<file path="src/rtl/md_pkg.sv">
// md_pkg: shared MD-class, MDU-op and FSM encodings for the MDU issue path.
package md_pkg;
  typedef enum logic [3:0] {
    CLS_NONE  = 4'd0,
    CLS_MULT  = 4'd1,
    CLS_MULTU = 4'd2,
    CLS_DIV   = 4'd3,
    CLS_DIVU  = 4'd4,
    CLS_MTHI  = 4'd5,
    CLS_MTLO  = 4'd6,
    CLS_MFHI  = 4'd7,
    CLS_MFLO  = 4'd8
  } md_cls_e;
  typedef enum logic [2:0] {
    OP_MULT  = 3'd0,
    OP_MULTU = 3'd1,
    OP_DIV   = 3'd2,
    OP_DIVU  = 3'd3,
    OP_MTHI  = 3'd4,
    OP_MTLO  = 3'd5
  } md_op_e;
  localparam logic [2:0] IDLE_OP = 3'b111;
  typedef enum logic {IDLE = 1'b0, BUSY = 1'b1} md_state_e;
  // MULT..MTLO map onto consecutive op codes, so the decode is an offset.
  function automatic logic [2:0] cls2op(input logic [3:0] cls);
    return (cls >= 4'd1 && cls <= 4'd6) ? 3'(cls - 4'd1) : IDLE_OP;
  endfunction
endpackage

</file>
<file path="src/rtl/md_issue_ctrl_if.sv">
// md_issue_ctrl_if: E-stage MD instruction, MDU handshake and M-stage return bundle.
interface md_issue_ctrl_if #(parameter int CNT_W = 32);
  logic             e_valid;
  logic [3:0]       e_cls;
  logic [31:0]      e_rs;
  logic [31:0]      e_rt;
  logic             req;
  logic             md_busy;
  logic [31:0]      md_hi;
  logic [31:0]      md_lo;
  logic             md_start;
  logic [2:0]       md_op;
  logic [31:0]      md_rd1;
  logic [31:0]      md_rd2;
  logic             md_req;
  logic             stall;
  logic [31:0]      mf_data;
  logic             mf_valid;
  logic [CNT_W-1:0] stall_cnt;
  modport master (
    input  e_valid, e_cls, e_rs, e_rt, req, md_busy, md_hi, md_lo,
    output md_start, md_op, md_rd1, md_rd2, md_req, stall, mf_data, mf_valid, stall_cnt
  );
  modport slave (
    output e_valid, e_cls, e_rs, e_rt, req, md_busy, md_hi, md_lo,
    input  md_start, md_op, md_rd1, md_rd2, md_req, stall, mf_data, mf_valid, stall_cnt
  );
endinterface

</file>
<file path="src/rtl/md_issue_ctrl.sv">
// md_issue_ctrl: E-stage MDU issue, op hold while busy, pipeline stall,
// MFHI/MFLO return to M and a saturating stall-cycle counter.
module md_issue_ctrl #(
  parameter logic [2:0] IDLE_OP = md_pkg::IDLE_OP,
  parameter int         CNT_W   = 32
) (
  input logic              clk,
  input logic              reset,
  md_issue_ctrl_if.master  bus
);
  import md_pkg::*;
  md_state_e        state_q, state_d;
  logic [2:0]       held_q, held_d;
  logic [31:0]      mf_data_q, mf_data_d;
  logic             mf_valid_q, mf_valid_d;
  logic [CNT_W-1:0] cnt_q, cnt_d;
  logic             is_md, go, idle, issue, mt, mf;
  // md_start is decoded only from IDLE, never from stall, so md_busy has no comb path back to it.
  always_comb begin
    is_md          = bus.e_cls >= 4'd1 && bus.e_cls <= 4'd8;
    go             = bus.e_valid & is_md & ~bus.req;
    idle           = state_q == IDLE;
    issue          = idle & go & (bus.e_cls <= 4'd4);
    mt             = idle & go & (bus.e_cls == CLS_MTHI || bus.e_cls == CLS_MTLO);
    mf             = idle & go & (bus.e_cls >= 4'd7);
    bus.md_start   = issue;
    bus.md_op      = !idle ? held_q : (issue | mt) ? cls2op(bus.e_cls) : IDLE_OP;
    bus.stall      = !idle & bus.e_valid & is_md;
    bus.md_req     = bus.req;
    bus.md_rd1     = bus.e_rs;
    bus.md_rd2     = bus.e_rt;
    bus.mf_data    = mf_data_q;
    bus.mf_valid   = mf_valid_q;
    bus.stall_cnt  = cnt_q;
    state_d        = issue ? BUSY : (!idle && !bus.md_busy) ? IDLE : state_q;
    held_d         = issue ? cls2op(bus.e_cls) : held_q;
    mf_valid_d     = mf;
    mf_data_d      = mf ? (bus.e_cls == CLS_MFHI ? bus.md_hi : bus.md_lo) : mf_data_q;
    cnt_d          = (bus.stall && !(&cnt_q)) ? cnt_q + CNT_W'(1) : cnt_q;
  end
  always_ff @(posedge clk) begin
    if (reset) begin
      state_q    <= IDLE;
      held_q     <= IDLE_OP;
      mf_data_q  <= '0;
      mf_valid_q <= 1'b0;
      cnt_q      <= '0;
    end else begin
      state_q    <= state_d;
      held_q     <= held_d;
      mf_data_q  <= mf_data_d;
      mf_valid_q <= mf_valid_d;
      cnt_q      <= cnt_d;
    end
  end
endmodule
</file>
<file path="src/flat_wrapper.sv">
// flat-port wrapper written by rule: the top's interface ports become plain ports
module md_issue_ctrl_flat import md_pkg::*;
#(
  parameter logic [2:0] IDLE_OP = md_pkg::IDLE_OP,
  parameter int         CNT_W   = 32
)
  (clk, reset, bus_e_valid, bus_e_cls, bus_e_rs, bus_e_rt, bus_req, bus_md_busy, bus_md_hi, bus_md_lo, bus_md_start, bus_md_op, bus_md_rd1, bus_md_rd2, bus_md_req, bus_stall, bus_mf_data, bus_mf_valid, bus_stall_cnt);
  md_issue_ctrl_if #(.CNT_W(CNT_W)) bus_i ();
  input logic clk;
  input logic reset;
  input wire logic [$bits(bus_i.e_valid)-1:0] bus_e_valid;
  input wire logic [$bits(bus_i.e_cls)-1:0] bus_e_cls;
  input wire logic [$bits(bus_i.e_rs)-1:0] bus_e_rs;
  input wire logic [$bits(bus_i.e_rt)-1:0] bus_e_rt;
  input wire logic [$bits(bus_i.req)-1:0] bus_req;
  input wire logic [$bits(bus_i.md_busy)-1:0] bus_md_busy;
  input wire logic [$bits(bus_i.md_hi)-1:0] bus_md_hi;
  input wire logic [$bits(bus_i.md_lo)-1:0] bus_md_lo;
  output wire logic [$bits(bus_i.md_start)-1:0] bus_md_start;
  output wire logic [$bits(bus_i.md_op)-1:0] bus_md_op;
  output wire logic [$bits(bus_i.md_rd1)-1:0] bus_md_rd1;
  output wire logic [$bits(bus_i.md_rd2)-1:0] bus_md_rd2;
  output wire logic [$bits(bus_i.md_req)-1:0] bus_md_req;
  output wire logic [$bits(bus_i.stall)-1:0] bus_stall;
  output wire logic [$bits(bus_i.mf_data)-1:0] bus_mf_data;
  output wire logic [$bits(bus_i.mf_valid)-1:0] bus_mf_valid;
  output wire logic [$bits(bus_i.stall_cnt)-1:0] bus_stall_cnt;
  assign bus_i.e_valid = bus_e_valid;
  assign bus_i.e_cls = bus_e_cls;
  assign bus_i.e_rs = bus_e_rs;
  assign bus_i.e_rt = bus_e_rt;
  assign bus_i.req = bus_req;
  assign bus_i.md_busy = bus_md_busy;
  assign bus_i.md_hi = bus_md_hi;
  assign bus_i.md_lo = bus_md_lo;
  assign bus_md_start = bus_i.md_start;
  assign bus_md_op = bus_i.md_op;
  assign bus_md_rd1 = bus_i.md_rd1;
  assign bus_md_rd2 = bus_i.md_rd2;
  assign bus_md_req = bus_i.md_req;
  assign bus_stall = bus_i.stall;
  assign bus_mf_data = bus_i.mf_data;
  assign bus_mf_valid = bus_i.mf_valid;
  assign bus_stall_cnt = bus_i.stall_cnt;
  md_issue_ctrl #(.IDLE_OP(IDLE_OP), .CNT_W(CNT_W)) u_core (.clk(clk), .reset(reset), .bus(bus_i));
endmodule
</file>
<file path="config.mk">
export PLATFORM = sky130hd
export DESIGN_NAME = md_issue_ctrl_flat
export DESIGN_NICKNAME = d
export VERILOG_FILES = /design/src/rtl/md_pkg.sv /design/src/rtl/md_issue_ctrl_if.sv /design/src/rtl/md_issue_ctrl.sv /design/src/flat_wrapper.sv
export SDC_FILE = /design/constraint.sdc
export NUM_CORES = 1
export LEC_CHECK = 0
export BUFFER_PORTS_ARGS = -buffer_cell sky130_fd_sc_hd__clkbuf_2
export CAP_MARGIN = 20
export CELL_PAD_IN_SITES_DETAIL_PLACEMENT = 2
export CELL_PAD_IN_SITES_GLOBAL_PLACEMENT = 2
export CORE_ASPECT_RATIO = 1.2
export CORE_UTILIZATION = 21
export CTS_CLUSTER_SIZE = 8
export DETAILED_ROUTE_END_ITERATION = 10
export PLACE_DENSITY_LB_ADDON = 0.1
export RECOVER_POWER = 50
export REMOVE_ABC_BUFFERS = 1
export SYNTH_ARGS = -nofsm -noshare
export SYNTH_HDL_FRONTEND = slang
export SYNTH_SLANG_ARGS = --single-unit
</file>
<file path="constraint.sdc">
create_clock -name clk -period 2.2 [get_ports clk]
set_input_delay 0.33 -clock clk [delete_from_list [all_inputs] [get_ports clk]]
set_output_delay 0.33 -clock clk [all_outputs]
set_load 0.05 [all_outputs]
</file>
Word level (Yosys, flattened, before mapping)
Index checks and enable logic that the tools add are counted.
{"block": "classes", "add_sub_neg": 2, "order_cmp": 5, "eq_ne": 3, "muxes": 6, "bitwise": 11, "reduce_logical": 9}
{"cell": "$add A32 B1 Y32 const B", "n": 1}
{"cell": "$mux W32", "n": 1}
{"cell": "$reduce_and A32 Y1", "n": 1}
{"cell": "$eq A4 B3 Y1 const B", "n": 3}
{"cell": "$mux W3", "n": 3}
{"cell": "$and A1 B1 Y1", "n": 8}
{"cell": "$le A4 B3 Y1 const B", "n": 2}
{"cell": "$ge A4 B1 Y1 const B", "n": 1}
{"cell": "$ge A4 B3 Y1 const B", "n": 1}
{"cell": "$le A4 B4 Y1 const B", "n": 1}
{"cell": "$logic_and A1 B1 Y1", "n": 4}
{"cell": "$sub A3 B1 Y3 const B", "n": 1}
{"cell": "$logic_not A1 Y1", "n": 2}
{"cell": "$mux W1", "n": 2}
{"cell": "$not A1 Y1", "n": 2}
{"cell": "$reduce_bool A2 Y1", "n": 1}
{"cell": "$logic_or A1 B1 Y1", "n": 1}
{"cell": "$or A1 B1 Y1", "n": 1}
{"block": "totals", "reg_bits": 69, "input_bits": 137, "output_inout_bits": 135, "wordCells": 41}

Longest topological paths before layout
Gate-level depths: netlist of run 1.
{"block": "depth", "depth_word": 9, "ltp_mapped": 10, "mapped_depth_nobuf": 9}

Worst setup path before layout of run 1
No wires, ideal clock.
{"block": "synth_path", "kind": "in2out", "from": "input port bus_e_cls[1]", "to": "output port bus_md_op[2]", "arrival_ns": 2.153, "required_time_ns": 1.870, "slack_ns": -0.283, "cell_stages": 7, "n_path_buf": 0, "path_cell_list": "inv_1 ha_1 nor4b_1 nor4b_1 o31a_1 nor3b_1 a21oi_1"}
{"block": "synth_via", "elab_chain_len": 9, "elab_cells_between_ends": 19, "cone_classes": "add/sub: 1; order compare: 4; eq/ne: 2; mux: 3; bitwise: 6; reduce/logical: 3"}
{"item": "from (decl)", "line_no": "flat_wrapper.sv:12", "text": "input wire logic [$bits(bus_i.e_cls)-1:0] bus_e_cls;"}
{"item": "$ge A4 B1 Y1 or $le A4 B4 Y1 (tied branches)", "line_no": "md_pkg.sv:26, md_issue_ctrl.sv:20"}
{"item": "$logic_and A1 B1 Y1", "line_no": "md_issue_ctrl.sv:20", "text": "is_md = bus.e_cls >= 4'd1 && bus.e_cls <= 4'd8;"}
{"item": "$and A1 B1 Y1 (2 in a row)", "line_no": "md_issue_ctrl.sv:21", "text": "go = bus.e_valid & is_md & ~bus.req;"}
{"item": "$and A1 B1 Y1", "line_no": "md_issue_ctrl.sv:23, md_issue_ctrl.sv:24"}
{"item": "$and A1 B1 Y1, on equally long branches", "line_no": "md_issue_ctrl.sv:23, md_issue_ctrl.sv:24"}
{"item": "$or A1 B1 Y1", "line_no": "md_issue_ctrl.sv:27", "text": "bus.md_op = !idle ? held_q : (issue | mt) ? cls2op(bus.e_cls) : IDLE_OP;"}
{"item": "$mux W3 (*) (2 in a row)", "line_no": "md_issue_ctrl.sv:27"}
{"item": "to (decl)", "line_no": "flat_wrapper.sv:20", "text": "output wire logic [$bits(bus_i.md_op)-1:0] bus_md_op;"}
Every way passes the cells marked *; elsewhere a longest branch is shown, timed or not.

Final worst setup path of run 1
Ends and elaborated chain as after synthesis.

==> run summary, run 1 <==
## Route
- 4.94 — routed vias/inst
- 3,929 — total number of vias
- 0 — count of unresolved DRC violations after routing
- 22.1 um — DR WL/cell
- 17.6 mm — drt total wl
- 4 — router iterations before antenna repair
- 97 — Starting DRT DRC Count
- 0 — count of antenna-violating nets left after detailed routing

## Clock network
- 0 — # hold bufs at CTS
- 0.05 ns — Clock transition at path regs
- 69 — clk sink count
- 3 — maximum level of the CTS H-tree
- yes — clock tree from TritonCTS
- sky130_fd_sc_hd__clkbuf_16 — Clock Root Buffer
- 0.34 ns — clk_lat worst skew
- 9 — TritonCTS buffer count
- 2 — buffer levels on the longest clock path

## Critical path
- buffers and inverters — kind of cell adding the most delay to the critical path
- 6 — path depth of the worst reg2reg path
- input pin to output port — category of the critical setup timing path
- 9 — number of gates on the worst path with buffers counted
- output port — Worst Setup End Kind
- 4 — buffers plus inverters on the worst setup path
- 1.87 ns — endpoint required time on the critical path
- 0.32 ns — Largest stage delay, worst path
- 1.81 ns — worst path arrival time
- 4 — Critical Path Fanout Max
- sky130_fd_sc_hd__o31a_1 — critical-path cell with the highest stage delay
- clkbuf_2 -> inv_2 -> ha_4 -> buf_4 -> nand2b_1 -> o31a_1 -> nor3b_4 -> a21oi_1 -> clkbuf_8 — CP Cell Sequence
- input pin — Worst Setup Start Kind

## STA
- 2.14 ns — clock period minus final worst setup slack
- 0 — final setup violation count
- 0.466 GHz — Max Fclk
- 0.00938 ns — Setup Skew
- 0 — max-slew violation count
- 0.975 — part of the cycle the worst path needs
- 0.563 — max-slew headroom at the worst pin
- 0.659 ns — slew at the pin with the worst max-slew slack
- 0 — number of hold violations in the final report
- true — RSZ-0062 raised after global routing

## Finish
- 795 — Final Instance Count excl. Fillers
- 30.9% — Area growth, synth to finish
- 0 — Ant. Diodes
- 0.333 — ratio of cells with drive above 1 in the final layout
- 707 — count of nets after finishing

## GRT
- 0.136 — global-route track usage on met3
- 26.7 mm — global-route wire length before repair
- 0.188 — aggregate global-route resource usage
- 0.260 — global-route met2 utilization
- 4,173 — number of global-route vias before repair
- 0 — grt ovf
- met2 — global-route layer with the greatest usage
- 33 — pin count of the biggest net entering global routing
- 0.218 — met1 demand-to-capacity share in global routing
- 0 — antenna violations before repair

## Synth
- 0 — EDFF count, synth
- 50 — library cells used by synthesis
- 461 — cell count after synthesis
- 0.351 — register area share after synthesis
- 8.53 sq um — Mean Syn Cell Area
- 69 — number of storage elements in the synthesis netlist
- 3930 sq um — post-synthesis cell area
- sky130_fd_sc_hd__dfxtp_1 — dominant register cell in the synthesized netlist
- 0 — async set-reset flop share out of synthesis
- 0 — warnings from Yosys

## Placement
- 777 — cell count after placement
- 143 — input/output buffers
- 13.6 mm — detailed placer's ending HPWL
- 0.782 — weighted congestion at the end of routability-driven global placement

## Power
- 0.332 mV — peak supply drop
- 0.255 — switching part of the total power
- 0.00332 W — total power after layout
- 2.19 nW — P_leak
- 0.00248 W — Internal
- 0.496 — portion of total power attributed to the clock network
- 646 nW/um^2 — ratio of total power to cell area
- 0.115 — Gate power share
- 0.000847 W — reported net switching power
- 0.388 — relative contribution of sequential cells to total power

## Floorplan
- 18,200 sq um — placeable core area
- 127 um — die width
- 19,300 sq um — floorplan die area
- 0.216 — initial core utilization
- 152 um — height of the chip
- 272 — number of I/O pins
- 54 — row cnt

## Worst hold path
- 3 — count of cells along the worst hold path
- input pin to flip-flop — class of the tightest hold or removal check

## Job
- 0 — number of max-cap violations

## Status
- finished, final reports clean — outcome

## final timing paths
kind / from / to / slack [ns]
setup reg to reg: u_core.bus.stall_cnt[15] / u_core.bus.stall_cnt[31] / 0.09
hold / removal: bus_md_busy / u_core.state_q / 0.24
hold reg to reg: u_core.bus.mf_data[20] / u_core.bus.mf_data[20] / 0.50
setup / recovery: bus_e_cls[1] / bus_md_op[2] / 0.06
## placed cells by master (no fill, tap or decap), types with 10 or more instances in the layout
master,instances
sky130_fd_sc_hd__clkbuf_2,102
sky130_fd_sc_hd__nand2_1,15
sky130_fd_sc_hd__clkbuf_1,35
sky130_fd_sc_hd__o21ai_0,16
sky130_fd_sc_hd__or4_1,10
sky130_fd_sc_hd__buf_4,39
sky130_fd_sc_hd__a211oi_1,32
sky130_fd_sc_hd__dfxtp_1,69
sky130_fd_sc_hd__or3_1,17
sky130_fd_sc_hd__a21oi_1,27
sky130_fd_sc_hd__nor2_1,48
sky130_fd_sc_hd__mux2i_1,33
sky130_fd_sc_hd__nand3_1,10
## power groups by stage
stage	Combinational, W	Clock [W]	Sequential (W)
after CTS	0.000394	0.00170	0.00129
after global placement	0.000376	0	0.00132
after global routing	0.000418	0.00175	0.00129
final	0.000384	0.00165	0.00129
after detailed placement	0.000383	0	0.00132
after floorplan	0.000109	0	0.00141
## synthesized netlist by cell type (3+ instances only)
cell                       instances  area (sq um)
sky130_fd_sc_hd__nand2_1          15          56.3
sky130_fd_sc_hd__inv_1            10          37.5
sky130_fd_sc_hd__nand3_1          10          50.1
sky130_fd_sc_hd__buf_2             5          25.0
sky130_fd_sc_hd__clkbuf_1         16          60.1
sky130_fd_sc_hd__buf_1             4          15.0
sky130_fd_sc_hd__and2_1            4          25.0
sky130_fd_sc_hd__nor2b_1           6          37.5
sky130_fd_sc_hd__o31ai_1           9          67.6
sky130_fd_sc_hd__buf_4            65           488
sky130_fd_sc_hd__or4_1            10          75.1
sky130_fd_sc_hd__nor3_1            3          15.0
sky130_fd_sc_hd__a21oi_1          27           135
sky130_fd_sc_hd__o21ai_0          16          80.1
sky130_fd_sc_hd__mux2i_1          33           330
sky130_fd_sc_hd__nor4_1            4          25.0
sky130_fd_sc_hd__nor2_1           48           180
sky130_fd_sc_hd__or3_1            17           106
sky130_fd_sc_hd__and4_1            3          26.3
sky130_fd_sc_hd__dfxtp_1          69          1380
sky130_fd_sc_hd__and3_1            4          25.0
sky130_fd_sc_hd__ha_1              4          50.1
sky130_fd_sc_hd__a211oi_1         32           240
sky130_fd_sc_hd__mux2_2            3          33.8
sky130_fd_sc_hd__nand2b_1          5          31.3
sky130_fd_sc_hd__nand4_1           9          56.3
## per-stage QoR
stage / utilization / instance area, sq um / TNS (ns) / setup WS, ns / hold slack, ns
after floorplan: - / 3330 / -43.71 / -1.24 / 0.399
after global placement: 0.259 / 4730 / -0.729 / -0.152 / 0.488
after detailed placement: 0.259 / 4730 / -2.12 / -0.270 / 0.499
after CTS: 0.282 / 5140 / 0 / 0.00847 / 0.235
after global routing: 0.282 / 5150 / -0.196 / -0.0597 / 0.260
final: 0.282 / 5150 / 0 / 0.0553 / 0.243
## routing by layer
metal  wire length [um]  vias up
li1                   -     1800
met2               7130      240
met4                251        8
met1               7320     1859
met3               2710       22
met5                198        -
## flip-flops by register name, indices dropped and copies added, names as in the netlist
register              flops
u_core.bus.mf_data       32
u_core.bus.mf_valid       1
u_core.bus.stall_cnt     32
u_core.held_q             3
u_core.state_q            1
## kinds of logic after synthesis
group | after synthesis | synth area share
AND/OR/NAND/NOR | 151 | 0.210
buffers and inverters | 102 | 0.164
AO/OA/AOI/OAI | 96 | 0.162
flip-flops | 69 | 0.351
multiplexers | 37 | 0.0955
adder cells (fa/ha/maj) | 4 | 0.0127
XOR/XNOR | 2 | 0.00446
## area by class of cell
class	instances	area [sq um]
clock buffer	11	253
clock inverter	5	82.6
fill	2129	13100
inverter	11	46.3
multi-input combinational	290	2000
sequential	69	1380
tap	224	280
timing repair buffer	185	1100
## worst register-to-register path, stage by stage (launching register included)
cell and delay, ns:
sky130_fd_sc_hd__dfxtp_1 0.38, sky130_fd_sc_hd__nand4_1 0.24, sky130_fd_sc_hd__buf_4 0.26, sky130_fd_sc_hd__nor3_1 0.32
sky130_fd_sc_hd__nand4_2 0.23, sky130_fd_sc_hd__or4_1 0.44, sky130_fd_sc_hd__a21oi_1 0.15
## timing repair
| item | CTS | global route |
|---|---|---|
| resized for setup | 12 | 7 |
| buffers inserted | 1 | 1 |
| setup endpoints to repair | 3 | 21 |
| pin swaps | 1 | 2 |
Note: power is estimated with default switching activity, not from simulation.
==> inputs of run 2 (changes only) <==
--- a/config.mk
+++ b/config.mk
@@ -10,10 +10,10 @@
 export CELL_PAD_IN_SITES_DETAIL_PLACEMENT = 2
 export CELL_PAD_IN_SITES_GLOBAL_PLACEMENT = 2
 export CORE_ASPECT_RATIO = 1.2
-export CORE_UTILIZATION = 21
+export CORE_UTILIZATION = 19
 export CTS_CLUSTER_SIZE = 8
 export DETAILED_ROUTE_END_ITERATION = 10
-export PLACE_DENSITY_LB_ADDON = 0.1
+export PLACE_DENSITY = 0.72
 export RECOVER_POWER = 50
 export REMOVE_ABC_BUFFERS = 1
 export SYNTH_ARGS = -nofsm -noshare
==> constraint.sdc (replaced) <==
create_clock -name clk -period 1.9 [get_ports clk]
set_input_delay 0.285 -clock clk [delete_from_list [all_inputs] [get_ports clk]]
set_output_delay 0.285 -clock clk [all_outputs]
set_load 0.05 [all_outputs]
==> run summary, run 2 (same netlist as run 1, synthesis figures left out) <==
## Route
- 7.46 mm — DRT met1 WL, +2.0%
- 0 — count of unresolved DRC violations after routing, unchanged
- 4 — router iterations before antenna repair, unchanged
- 4,245 — total number of vias, +8.0%
- 0 — count of antenna-violating nets left after detailed routing, unchanged
- 2.92 mm — met3 routed wirelength, +7.7%
- 9.39 mm — met2 wirelength from detailed routing, +32%
- 23.5 um — DR WL/cell, +5.9%
- 4.88 — routed vias/inst, -1.3%
- 20.4 mm — drt total wl, +16%
- met5 — top routing layer in use
- 155 — Starting DRT DRC Count, +60%

## Placement
- 0.818 — weighted congestion at the end of routability-driven global placement, +4.7%
- 143 — input/output buffers, unchanged
- 14.4 mm — detailed placer's ending HPWL, +5.7%

## Finish
- 49.4% — Area growth, synth to finish
- 0.290 — final standard cell utilization of the core, +0.00805
- sky130_fd_sc_hd__clkbuf_2 — commonest non-fill, non-tap cell in the layout
- sky130_fd_sc_hd__clkbuf_2 (107), sky130_fd_sc_hd__buf_4 (66), sky130_fd_sc_hd__dfxtp_1 (56) — most used cells in the layout excluding fill and tap cells
- 0.468 — ratio of cells with drive above 1 in the final layout, +0.135
- 741 — count of nets after finishing, +4.8%
- 2,321 — layout filler cell count, +9.0%
- 0 — Ant. Diodes, unchanged

## Critical path
- clkbuf_16 -> inv_8 -> ha_4 -> buf_4 -> nand2b_4 -> o31a_1 -> buf_4 -> a32oi_4 -> buf_12 — CP Cell Sequence
- buffers and inverters — kind of cell adding the most delay to the critical path
- sky130_fd_sc_hd__o31a_1 — critical-path cell with the highest stage delay
- sky130_fd_sc_hd__buf_4 — most common cell type on the critical path
- output port — Worst Setup End Kind
- input pin to output port — category of the critical setup timing path
- 4 — Critical Path Fanout Max, unchanged
- 1.62 ns — endpoint required time on the critical path, -0.25 ns
- 5 — buffers plus inverters on the worst setup path, +1
- input pin — Worst Setup Start Kind
- 0.34 ns — Largest stage delay, worst path, +0.02 ns
- 1.76 ns — worst path arrival time, -0.05 ns

## Clock network
- 0.06 ns — Clock transition at path regs, about the same
- 2 — buffer levels on the longest clock path, unchanged
- 3 — maximum level of the CTS H-tree, unchanged
- yes — clock tree from TritonCTS
- 9 — TritonCTS buffer count, unchanged
- 69 — clk sink count, unchanged
- sky130_fd_sc_hd__clkbuf_16 — Clock Root Buffer
- 0.34 ns — clk_lat worst skew, about the same

## Power
- 0.387 mV — peak supply drop, +17%
- 2.53 nW — P_leak, +16%
- 679 nW/um^2 — ratio of total power to cell area, +5.2%
- 0.00399 W — total power after layout, +20%

## Status
- complete, but fails checks — outcome
- setup timing — violated checks

## Floorplan
- 133 um — die width, +5.1%
- 272 — number of I/O pins, unchanged
- 0.194 — initial core utilization, -0.0214
- 57 — row cnt, +5.6%
- 20,300 sq um — placeable core area, +11%
- 160 um — height of the chip, +5.1%
- 21,300 sq um — floorplan die area, +10%

## GRT
- 0.189 — aggregate global-route resource usage, +0.00115
- 0 — antenna violations before repair, unchanged
- 66 — pin count of the biggest net entering global routing, +100%
- 4,626 — number of global-route vias before repair, +11%
- 29.6 mm — global-route wire length before repair, +11%
- 0 — grt ovf, unchanged

## STA
- -0.148 ns — Final WS setup, -0.203 ns
- 0.00651 ns — Setup Skew, -0.00287 ns
- 0.217 ns — hold slack, -0.0263 ns
- 0 — max-slew violation count, unchanged
- 1.08 — part of the cycle the worst path needs
- 0.859 ns — slew at the pin with the worst max-slew slack, +0.200 ns
- 0 — number of hold violations in the final report, unchanged
- 0.427 — max-slew headroom at the worst pin, -0.135
- 4 — final setup violation count, +4
- 2.05 ns — clock period minus final worst setup slack
- 0.488 GHz — Max Fclk
- true — RSZ-0062 raised after global routing

## Worst hold path
- input pin to flip-flop — class of the tightest hold or removal check

## Job
- 0 — number of max-cap violations, unchanged

[run 2: changes by cell type in the layout (fill, tap and decap cells not counted), sizes merged]
cell      previous run  this run
bufinv               2         3
buf                 46        80
clkbuf             150       148
o2111ai              1         2
clkinv               0         1
clkinvlp             3         2
[run 2: final timing paths]
path | slack, ns | start | depth (start not counted) | end
max | -0.15 | bus_e_cls[1] | 9 | bus_md_op[1]
min | 0.22 | bus_md_busy | 3 | u_core.state_q
max reg2reg | -0.01 | u_core.bus.stall_cnt[0] | 7 | u_core.bus.stall_cnt[18]
min reg2reg | 0.50 | u_core.bus.mf_data[6] | 2 | u_core.bus.mf_data[6]
[run 2: power by group]
part / total, W / internal [W] / switching (W) / leakage [nW]
Combinational: 0.000491 / 0.000189 / 0.000302 / 1.80
Sequential: 0.00150 / 0.00148 / 0.0000171 / 0.565
Clock: 0.00201 / 0.00132 / 0.000689 / 0.165
Total: 0.00399 / 0.00298 / 0.00101 / 2.53
[run 2: final cells by class]
type	instances	area, sq um	area share
sequential	69	1400	0.238
clock inverter	6	110	0.0187
tap	265	332	0.0564
clock buffer	10	239	0.0407
multi-input combinational	291	2300	0.391
timing repair buffer	218	1440	0.245
inverter	11	63.8	0.0109
[run 2: through the flow]
step	std cells	TNS [ns]	cell area (sq um)	worst slack, ns
after floorplan	370	-61.80	3330	-1.49
after global placement	836	-9.46	4930	-0.322
after detailed placement	836	-19.15	4930	-0.495
after CTS	861	-0.290	5610	-0.126
after global routing	870	-0.789	5880	-0.217
final	870	-0.444	5880	-0.148
[run 2: layer usage]
layer	up-vias	GRT usage
met3	33	0.129
li1	1873	-
met4	6	0.0579
met2	283	0.298
met5	-	0.0833
met1	2050	0.193
[run 2: what timing repair did]
item,in CTS,in global routing
setup endpoints to repair,36,36
hold buffers,0,0
pin swaps,16,27
gates cloned,1,1
gates resized for setup,46,59
setup buffers,8,9
[run 2: tightest hold or removal path, cell delays in order]
cell	delay, ns
sky130_fd_sc_hd__clkbuf_2	0.09
sky130_fd_sc_hd__a21oi_1	0.07
sky130_fd_sc_hd__nor2_1	0.08
==> inputs of run 3 (changes only) <==
--- a/config.mk
+++ b/config.mk
@@ -9,12 +9,12 @@
 export CAP_MARGIN = 20
 export CELL_PAD_IN_SITES_DETAIL_PLACEMENT = 2
 export CELL_PAD_IN_SITES_GLOBAL_PLACEMENT = 2
-export CORE_ASPECT_RATIO = 1.2
+export CORE_ASPECT_RATIO = 0.7
 export CORE_UTILIZATION = 19
 export CTS_CLUSTER_SIZE = 8
 export DETAILED_ROUTE_END_ITERATION = 10
 export PLACE_DENSITY = 0.72
-export RECOVER_POWER = 50
+export RECOVER_POWER = 100
 export REMOVE_ABC_BUFFERS = 1
 export SYNTH_ARGS = -nofsm -noshare
 export SYNTH_HDL_FRONTEND = slang
==> run summary, run 3 (same netlist as run 1, synthesis figures left out) <==
## Status
- complete, but fails checks — outcome
- setup timing — violated checks

## GRT
- 66 — pin count of the biggest net entering global routing, unchanged
- 0 — antenna violations before repair, unchanged
- 4,448 — number of global-route vias before repair, -3.8%
- 27.9 mm — global-route wire length before repair, -5.8%
- 0.180 — aggregate global-route resource usage, -0.00911
- 0 — grt ovf, unchanged

## Finish
- 5740 sq um — design area, -2.4%
- 2,303 — layout filler cell count, -0.78%
- 45.9% — Area growth, synth to finish
- 0 — Ant. Diodes, unchanged
- 741 — count of nets after finishing, unchanged
- 0.400 — ratio of cells with drive above 1 in the final layout, -0.0678
- sky130_fd_sc_hd__clkbuf_2 — commonest non-fill, non-tap cell in the layout
- sky130_fd_sc_hd__clkbuf_2 (70), sky130_fd_sc_hd__clkbuf_1 (66), sky130_fd_sc_hd__dfxtp_1 (63) — most used cells in the layout excluding fill and tap cells
- 0.287 — final standard cell utilization of the core, -0.00346

## Floorplan
- 122 um — height of the chip, -23%
- 272 — number of I/O pins, unchanged
- 0.196 — initial core utilization, +0.00233
- 20,000 sq um — placeable core area, -1.2%
- 21,300 sq um — floorplan die area, about the same
- 43 — row cnt, -25%
- 174 um — die width, +30%

## Route
- 4,126 — total number of vias, -2.8%
- 4.72 — routed vias/inst, -3.4%
- 4 — router iterations before antenna repair, unchanged
- 0 — count of unresolved DRC violations after routing, unchanged
- 8.00 mm — DRT met1 WL, +7.2%
- met5 — top routing layer in use
- 186 — Starting DRT DRC Count, +20%
- 3.05 mm — met3 routed wirelength, +4.4%
- 8.20 mm — met2 wirelength from detailed routing, -13%
- 22.6 um — DR WL/cell, -3.5%
- 19.8 mm — drt total wl, -2.9%
- 0 — count of antenna-violating nets left after detailed routing, unchanged

## Clock network
- 0 — # hold bufs at CTS, unchanged
- 69 — clk sink count, unchanged
- 0.34 ns — clk_lat worst skew, about the same
- sky130_fd_sc_hd__clkbuf_16 — Clock Root Buffer
- 0.06 ns — Clock transition at path regs, about the same
- 3 — maximum level of the CTS H-tree, unchanged
- 9 — TritonCTS buffer count, unchanged
- 2 — buffer levels on the longest clock path, unchanged
- yes — clock tree from TritonCTS

## Power
- 0.369 mV — peak supply drop, -4.7%
- 2.36 nW — P_leak, -6.7%
- 627 nW/um^2 — ratio of total power to cell area, -7.7%
- 0.00360 W — total power after layout, -9.8%

## Critical path
- 1.74 ns — worst path arrival time, -0.02 ns
- u_core.bus.stall_cnt[1] — startpoint of the lowest-slack register-to-register path
- 7 — path depth of the worst reg2reg path, unchanged
- bus_e_cls[0] — Worst setup startpoint
- input pin to output port — category of the critical setup timing path
- 3 — Critical Path Fanout Max, -1
- 1.62 ns — endpoint required time on the critical path, about the same
- output port — Worst Setup End Kind
- input pin — Worst Setup Start Kind
- bus_md_op[2] — Setup crit end
- u_core.bus.stall_cnt[30] — Reg-to-Reg End
- -0.03 ns — r2r setup slk, -0.02 ns

## STA
- 0 — number of hold violations in the final report, unchanged
- 0 — max-slew violation count, unchanged
- 0.00992 ns — Setup Skew, +0.00341 ns
- -0.121 ns — Final WS setup, +0.0262 ns
- 2.02 ns — clock period minus final worst setup slack, -0.0262 ns
- 0.495 GHz — Max Fclk, +1.3%
- 0.562 — max-slew headroom at the worst pin, +0.134
- true — RSZ-0062 raised after global routing
- 6 — final setup violation count, +2
- 0.660 ns — slew at the pin with the worst max-slew slack, -0.198 ns
- 1.06 — part of the cycle the worst path needs, -0.0138
- 0.207 ns — hold slack, -0.00927 ns
- -0.476 ns — TNS Setup, -0.0321 ns

## Worst hold path
- input pin to flip-flop — class of the tightest hold or removal check
- 3 — count of cells along the worst hold path, unchanged

## Placement
- 14.8 mm — detailed placer's ending HPWL, +2.9%
- 143 — input/output buffers, unchanged
- 4910 sq um — post-detailed-placement cell area, -0.28%
- 0.795 — weighted congestion at the end of routability-driven global placement, -2.8%

## Job
- 0 — number of max-cap violations, unchanged

run 3: what timing repair did:
item	4_1_cts	5_1_grt
setup buffers	8	9
gates cloned	2	1
endpoints found under the setup margin	34	36
gates resized for setup	40	63
pin swaps	12	26
run 3: worst min path at each step:
| stage | to | slack, ns | startpoint |
|---|---|---|---|
| 2_1_floorplan | u_core.bus.stall_cnt[10] | 0.35 | reset |
| 3_3_place_gp | u_core.held_q[2] | 0.48 | u_core.held_q[2] |
| 3_5_place_dp | u_core.bus.mf_data[31] | 0.50 | u_core.bus.mf_data[31] |
| 4_1_cts | u_core.state_q | 0.19 | bus_md_busy |
| 5_1_grt | u_core.state_q | 0.22 | bus_md_busy |
| 6_report | u_core.state_q | 0.21 | bus_md_busy |
run 3: final cells by class:
cell class	count	area, sq um	share of cell area
inverters	11	48.8	0.00850
multi-input cells	292	2290	0.400
repair buffers	217	1390	0.242
well taps	270	338	0.0589
clock inverters	7	57.6	0.0100
flip-flops and latches	69	1390	0.242
clock buffers	9	225	0.0392
run 3: layer usage:
metal,GRT usage,up-vias
met5,0.127,-
met4,0.0444,8
met3,0.149,23
met2,0.254,233
met1,0.193,1991
li1,-,1871
run 3: stage by stage:
stage	instances	setup WS, ns
global route	875	-0.214
detailed placement	842	-0.478
CTS	867	-0.129
floorplan	370	-1.49
finish	875	-0.121
global placement	842	-0.372
run 3: power by group:
part	switching, W	total [W]	internal (W)
combinational	0.000296	0.000480	0.000183
clock	0.000724	0.00162	0.000900
sequential	0.0000172	0.00150	0.00148
run 3: critical path: stages:
cell,delay (ns)
sky130_fd_sc_hd__buf_8,0.10
sky130_fd_sc_hd__buf_6,0.11
sky130_fd_sc_hd__ha_4,0.16
sky130_fd_sc_hd__nor4b_4,0.35
sky130_fd_sc_hd__nor4b_4,0.08
sky130_fd_sc_hd__o31a_1,0.15
sky130_fd_sc_hd__nor3b_4,0.18
sky130_fd_sc_hd__a21oi_2,0.15
sky130_fd_sc_hd__buf_12,0.16
